## config.mk

```make
export PLATFORM = sky130hd
export DESIGN_NAME = ball_sprite_engine
export DESIGN_NICKNAME = d
export VERILOG_FILES = /design/src/rtl/vga_pkg.sv /design/src/rtl/ball_mask.sv /design/src/rtl/ball_sprite_engine.sv
export SDC_FILE = /design/constraint.sdc
export NUM_CORES = 1
export LEC_CHECK = 0
export ABC_AREA = 1
export CELL_PAD_IN_SITES_DETAIL_PLACEMENT = 1
export CELL_PAD_IN_SITES_GLOBAL_PLACEMENT = 1
export CORE_MARGIN = 10
export CORE_UTILIZATION = 41
export CTS_CLUSTER_SIZE = 24
export DETAILED_ROUTE_END_ITERATION = 10
export PLACE_DENSITY = 0.81
export SYNTH_ARGS = -nofsm -noshare
export SYNTH_HDL_FRONTEND = slang
export SYNTH_HIERARCHICAL = 1
export SYNTH_SLANG_ARGS = --single-unit
```

## constraint.sdc

```tcl
create_clock -name i_clk -period 4.8 [get_ports i_clk]
set_clock_uncertainty 0.2 [all_clocks]
set_input_delay 0.96 -clock i_clk [delete_from_list [all_inputs] [get_ports i_clk]]
set_output_delay 0.96 -clock i_clk [all_outputs]
set_load 0.02 [all_outputs]
```

## src/rtl/vga_pkg.sv

```systemverilog
// Shared VGA-path definitions: colour/coordinate widths, named colours and ball position type.
package vga_pkg;

   localparam int unsigned RGB_W   = 12;
   localparam int unsigned COORD_W = 10;

   localparam logic [RGB_W-1:0] BLACK  = 12'h000;
   localparam logic [RGB_W-1:0] ORANGE = 12'hFA0;
   localparam logic [RGB_W-1:0] SEAM   = 12'h420;

   typedef struct packed {
      logic [COORD_W-1:0] x;
      logic [COORD_W-1:0] y;
   } ball_pos_t;

endpackage

```

## src/rtl/ball_mask.sv

```systemverilog
// Combinational circle and rotating-seam test for one ball, from centred odd offsets u/v.
module ball_mask #(
   parameter int unsigned SIZE = 8,
   parameter int unsigned UW   = 5
) (
   input  logic signed [UW-1:0] i_u,
   input  logic signed [UW-1:0] i_v,
   input  logic        [1:0]    i_phase,
   output logic                 o_on,
   output logic                 o_seam
);

   localparam logic [2*UW:0]          R2    = (2*UW+1)'(SIZE * SIZE);
   localparam logic signed [UW-1:0]   P_ONE = UW'(1);
   localparam logic signed [UW-1:0]   M_ONE = UW'(-1);

   logic signed [2*UW-1:0] w_ue, w_ve, w_u2, w_v2;
   logic        [2*UW:0]   w_r2;
   logic                   w_rel;

   assign w_ue = (2*UW)'(i_u);
   assign w_ve = (2*UW)'(i_v);
   assign w_u2 = w_ue * w_ue;
   assign w_v2 = w_ve * w_ve;
   // Squares are non-negative, so the sum can be treated as unsigned.
   assign w_r2 = {1'b0, w_u2} + {1'b0, w_v2};
   assign o_on = (w_r2 <= R2);

   always_comb begin
      w_rel = 1'b0;
      unique case (i_phase)
         2'd0:    w_rel = (i_u == P_ONE) || (i_u == M_ONE);
         2'd1:    w_rel = (i_u == i_v);
         2'd2:    w_rel = (i_v == P_ONE) || (i_v == M_ONE);
         2'd3:    w_rel = (i_u == -i_v);
         default: w_rel = 1'b0;
      endcase
   end

   assign o_seam = o_on & w_rel;

endmodule

```

## src/rtl/ball_sprite_engine.sv

```systemverilog
// Multi-ball sprite renderer: double-buffered positions, 2-stage pixel pipeline, priority mux
// and per-frame collision flag.
module ball_sprite_engine
   import vga_pkg::*;
#(
   parameter int unsigned              N_BALLS  = 2,
   parameter int unsigned              SIZE     = 8,
   parameter int unsigned              ANIM_DIV = 8,
   parameter logic [N_BALLS*RGB_W-1:0] BALL_RGB = {12'h0AF, ORANGE},
   parameter logic [RGB_W-1:0]         SEAM_RGB = SEAM
) (
   input  logic               i_clk,
   input  logic               i_reset_n,
   input  logic               i_pix_tick,
   input  logic               i_frame_start,
   input  logic               i_video_on,
   input  logic [COORD_W-1:0] i_pixel_x,
   input  logic [COORD_W-1:0] i_pixel_y,
   input  logic               i_pos_we,
   input  logic [1:0]         i_pos_sel,
   input  logic [COORD_W-1:0] i_pos_x,
   input  logic [COORD_W-1:0] i_pos_y,
   input  logic [N_BALLS-1:0] i_chan_en,
   output logic [RGB_W-1:0]   o_object_rgb,
   output logic               o_object_on,
   output logic [1:0]         o_hit_id,
   output logic               o_collision
);

   localparam int unsigned  LOG  = $clog2(SIZE);
   localparam int unsigned  UW   = LOG + 2;
   localparam int unsigned  FCW  = (ANIM_DIV > 1) ? $clog2(ANIM_DIV) : 1;
   localparam logic [10:0]  HALF = 11'(SIZE / 2);
   localparam logic [10:0]  SZ   = 11'(SIZE);

   ball_pos_t              r_shadow [N_BALLS];
   ball_pos_t              r_active [N_BALLS];
   logic [FCW-1:0]         r_frame_cnt;
   logic [1:0]             r_phase;
   logic                   r_coll_acc, r_collision;

   logic [N_BALLS-1:0]     r_inbox, r_en;
   logic signed [UW-1:0]   r_u [N_BALLS];
   logic signed [UW-1:0]   r_v [N_BALLS];
   logic                   r_vid;

   logic [RGB_W-1:0]       r_rgb;
   logic                   r_on;
   logic [1:0]             r_id;

   logic [N_BALLS-1:0]     w_inbox, w_on, w_seam, w_hit;
   logic signed [UW-1:0]   w_u [N_BALLS];
   logic signed [UW-1:0]   w_v [N_BALLS];
   logic [RGB_W-1:0]       w_rgb;
   logic                   w_obj;
   logic [1:0]             w_id;
   logic                   w_multi, w_coll_now;

   for (genvar g = 0; g < N_BALLS; g++) begin : g_chan
      logic [10:0] w_dx, w_dy;
      // 11-bit offset wraps to a large value left/above the box, so edge clipping is free.
      assign w_dx       = {1'b0, i_pixel_x} - {1'b0, r_active[g].x} + HALF;
      assign w_dy       = {1'b0, i_pixel_y} - {1'b0, r_active[g].y} + HALF;
      assign w_inbox[g] = (w_dx < SZ) && (w_dy < SZ);
      assign w_u[g]     = $signed({1'b0, w_dx[LOG-1:0], 1'b1}) - $signed(UW'(SIZE));
      assign w_v[g]     = $signed({1'b0, w_dy[LOG-1:0], 1'b1}) - $signed(UW'(SIZE));

      ball_mask #(
         .SIZE (SIZE),
         .UW   (UW)
      ) u_ball_mask (
         .i_u     (r_u[g]),
         .i_v     (r_v[g]),
         .i_phase (r_phase),
         .o_on    (w_on[g]),
         .o_seam  (w_seam[g])
      );

      assign w_hit[g] = r_inbox[g] & r_en[g] & w_on[g];
   end

   always_comb begin
      w_rgb = BLACK;
      w_obj = 1'b0;
      w_id  = 2'd0;
      // Descending scan so the lowest-index hit is the last to write.
      for (int i = N_BALLS - 1; i >= 0; i--) begin
         if (w_hit[i]) begin
            w_obj = 1'b1;
            w_id  = 2'(i);
            w_rgb = w_seam[i] ? SEAM_RGB : BALL_RGB[i*RGB_W +: RGB_W];
         end
      end
      if (!r_vid) begin
         w_rgb = BLACK;
         w_obj = 1'b0;
         w_id  = 2'd0;
      end
   end

   assign w_multi    = (w_hit & (w_hit - N_BALLS'(1))) != '0;
   assign w_coll_now = i_pix_tick & r_vid & w_multi;

   always_ff @(posedge i_clk or negedge i_reset_n) begin
      if (!i_reset_n) begin
         for (int i = 0; i < N_BALLS; i++) begin
            r_shadow[i] <= '0;
            r_active[i] <= '0;
         end
      end else begin
         if (i_frame_start) begin
            for (int i = 0; i < N_BALLS; i++) r_active[i] <= r_shadow[i];
         end
         if (i_pos_we) begin
            for (int i = 0; i < N_BALLS; i++) begin
               if (i_pos_sel == 2'(i)) r_shadow[i] <= '{x: i_pos_x, y: i_pos_y};
            end
         end
      end
   end

   always_ff @(posedge i_clk or negedge i_reset_n) begin
      if (!i_reset_n) begin
         r_frame_cnt <= '0;
         r_phase     <= 2'd0;
      end else if (i_frame_start) begin
         if (r_frame_cnt == FCW'(ANIM_DIV - 1)) begin
            r_frame_cnt <= '0;
            r_phase     <= r_phase + 2'd1;
         end else begin
            r_frame_cnt <= r_frame_cnt + FCW'(1);
         end
      end
   end

   always_ff @(posedge i_clk or negedge i_reset_n) begin
      if (!i_reset_n) begin
         r_inbox <= '0;
         r_en    <= '0;
         r_vid   <= 1'b0;
         for (int i = 0; i < N_BALLS; i++) begin
            r_u[i] <= '0;
            r_v[i] <= '0;
         end
         r_rgb <= BLACK;
         r_on  <= 1'b0;
         r_id  <= 2'd0;
      end else if (i_pix_tick) begin
         r_inbox <= w_inbox;
         r_en    <= i_chan_en;
         r_vid   <= i_video_on;
         r_u     <= w_u;
         r_v     <= w_v;
         r_rgb   <= w_rgb;
         r_on    <= w_obj;
         r_id    <= w_id;
      end
   end

   always_ff @(posedge i_clk or negedge i_reset_n) begin
      if (!i_reset_n) begin
         r_coll_acc  <= 1'b0;
         r_collision <= 1'b0;
      end else if (i_frame_start) begin
         r_collision <= r_coll_acc;
         r_coll_acc  <= w_coll_now;
      end else if (w_coll_now) begin
         r_coll_acc  <= 1'b1;
      end
   end

   assign o_object_rgb = r_rgb;
   assign o_object_on  = r_on;
   assign o_hit_id     = r_id;
   assign o_collision  = r_collision;

endmodule

```

==> out/metrics.cfg <==
[status]
status = finished, violations left
violations = negative setup slack

[die]
ioPinCount = 66
initial_core_util_pct = 41.6
num_rows = 60
die_w_um = 185
die_area_mm2 = 0.0342
core_area_mm2 = 0.0269
die_y_um = 185

[setup_path]
endpoint_kind = flop
cp_slowest_stage_delay_ns = 0.60
worst-path-buf-inv = 5
crit_path_start = r_u[3]$_DFFE_PN0P_
worstPathRequired_ns = 4.89
path_cells = buf_12 > buf_4 > nand2_1 > fa_1 > inv_2 > fa_1 > fa_1 > ha_4 > inv_2 > a21oi_4 > nor2_1 > nand2_1 > nand2_2 > ha_4 > nor2_2 > nand2_1 > nor3_2 > nand4_1 > inv_1 > nand3_2 > nor2_4 > nand3_2 > nand3_2
crit_arrival_ns = 4.93
r2r_setup_slack_ns = -0.04
critical_path.max_fanout = 6
crit_slowest_cell = fa_1
crit_type = flop to flop
reg2reg_from = r_u[3]$_DFFE_PN0P_
start_kind = flop
cp_top_family = adder cells

[logic_synthesis]
synth_common_cells = nand2_1, inv_1, ha_1
ys_seq_area_share_pct = 24.9
synth_top_cell_area_share_pct = 24.9
synth_most_common_cell = nand2_1
syn_area_mm2 = 0.0112
synthCells = 1525
yosys-top-cells-area = dfrtp_1, ha_1, nand2_1
yosysWarnings = 6
async_reset_ff_share_pct = 100
synthAdderAreaFrac_pct = 27.6
synth_edf_count = 0
synth_top_family_by_area = adder cells
synth_top_area_cell = dfrtp_1
synth_flop_cell = dfrtp_1
synth_compound_gate_area_share_pct = 6.58
synth_simple_gate_area_share_pct = 24.9
synth-seq-cells = 111
synth_area_per_cell_um2 = 7.32
synthMuxAreaShare_pct = 1.01
synth-xor-area-share_pct = 2.27
synth.distinct_cells = 35

[drt]
drtPass1Iterations = 4
drc = 0
vias = 9900
drt_wl_total_um = 32500
avgViaCountPerCell = 5.01
drtIter0Drc = 484
wl_per_cell_um = 16.4
antenna_left = 0

[timing]
min_period_ns = 4.84
setup_tns_ns = -0.0742
setup_viol = 3
fmax_mhz = 207
slew_headroom_pct = 31.6
slew_violations = 0
setup_ws_ns = -0.0381
hold_viol = 0
fin_crit_sh_pct = 101
rsz0062_at_grt = yes
tightest_slew_ns = 1.03

[run]
max_cap_violations = 0

[cts]
clkTransAtPathRegs_ns = 0.09
clkLatencyLatePin_ns = 0.37
root_buffer = clkbuf_16
cts_buffer_depth = 2
cts_tree = built
cts_hold_buf = 0
cts_made_buffers = 9
clock_sink_count = 111
cts_max_level = 3

[finish]
n_antenna_cell = 0
drive_above_1_share_pct = 16.5
nets = 1889
flow.area_growth_from_synthesis_pct = 20.9
final_util_pct = 50.2

[global_route]
grt_pass1_wl_um = 52000
grt_remaining_overflow = 0
grt_max_degree = 58
antenna_found_initial = 0
track_usage_pct = 18.6
grt_pass1_vias = 11000

[worst_hold_path]
hold_path_class = flop to flop
hp-start = r_shadow[9]$_DFFE_PN0P_

[place]
io_buffers = 62
gp_congestion = 0.864
place_hpwl_um = 24100

## sequential cells by signal (all words and copies together) (netlist names), 3 cells and up
| register | count |
|---|---|
| r_frame_cnt | 3 |
| r_active | 40 |
| o_object_rgb | 5 |
| r_u | 7 |
| r_shadow | 40 |
| r_v | 6 |
## cell usage in the layout (no fill, tap or decap), types with 10 or more instances in the layout
master and n:
nand4_1 11, ha_1 131, inv_1 267, a21oi_2 14
a21oi_1 21, o21ai_0 80, nor2_1 72, nand2_2 26
mux2_2 10, nand2_1 423, dfrtp_1 103, fa_1 53
xnor2_1 17, buf_4 55, nand3_2 15, nand3b_1 11
clkdlybuf4s50_1 60, inv_2 44, ha_4 17, buf_6 12
nand3_1 79
## through the flow
stage	instance area (um2)	setup slack, ns	hold WS [ns]	cells
floorplan	11200	0.0664	0.242	1527
global placement	12400	0.0285	0.258	1937
detailed placement	12400	-0.125	0.270	1937
CTS	13200	-0.00174	0.294	1970
global route	13500	-0.320	0.315	1975
finish	13500	-0.0381	0.290	1975
## repair_timing
item,in CTS,in global routing
resized for setup,74,75
endpoints found under the setup margin,7,7
pin swaps,52,52
cloned,1,0
buffers inserted,16,5
## final timing paths
path                                                     to  depth (start not counted)
worst max-delay path            o_object_rgb[7]$_DFFE_PN0P_                         23
worst min-delay path                r_active[9]$_DFFE_PN0P_                          2
worst max register to register  o_object_rgb[7]$_DFFE_PN0P_                         23
worst min register to register      r_active[9]$_DFFE_PN0P_                          2
max in group asynchronous          r_active[16]$_DFFE_PN0P_                          2
min in group asynchronous          r_shadow[26]$_DFFE_PN0P_                          1
## per-layer routing
layer | vias up | wire [um] | GRT usage, %
li1 | 4885 | - | -
met3 | 46 | 728 | 2.10
met4 | 0 | 641 | 4.71
met5 | - | 0 | 0
met1 | 4846 | 13500 | 20.8
met2 | 123 | 17600 | 36.1
## cell type report
| cell class | count | area, um2 |
|---|---|---|
| flip-flops and latches | 111 | 2790 |
| well taps | 341 | 427 |
| multi-input cells | 1056 | 7500 |
| repair buffers | 131 | 1230 |
| clock buffers | 9 | 225 |
| inverters | 320 | 1230 |
| fillers | 3346 | 13400 |
| clock inverters | 7 | 108 |
## kinds of logic after synthesis
| group | count (synthesis) |
|---|---|
| AND/OR/NAND/NOR | 671 |
| buffers and inverters | 360 |
| adder cells (fa/ha/maj) | 210 |
| AO/OA/AOI/OAI | 133 |
| flip-flops | 111 |
| XOR/XNOR | 29 |
| multiplexers | 10 |
| other | 1 |
## worst register-to-register path, stage by stage, from the launching register on
cell and delay [ns]:
dfrtp_2 0.43, buf_12 0.16, buf_4 0.16, nand2_1 0.11, fa_1 0.54, inv_2 0.07, fa_1 0.60, fa_1 0.49
ha_4 0.31, inv_2 0.05, a21oi_4 0.13, nor2_1 0.07, nand2_1 0.09, nand2_2 0.09, ha_4 0.23, nor2_2 0.09
nand2_1 0.07, nor3_2 0.10, nand4_1 0.20, inv_1 0.13, nand3_2 0.10, nor2_4 0.14, nand3_2 0.11, nand3_2 0.09
Power is left out: the tool's default activity adds up to more than one toggle a clock period on the data nets, which glitch-free logic cannot reach.
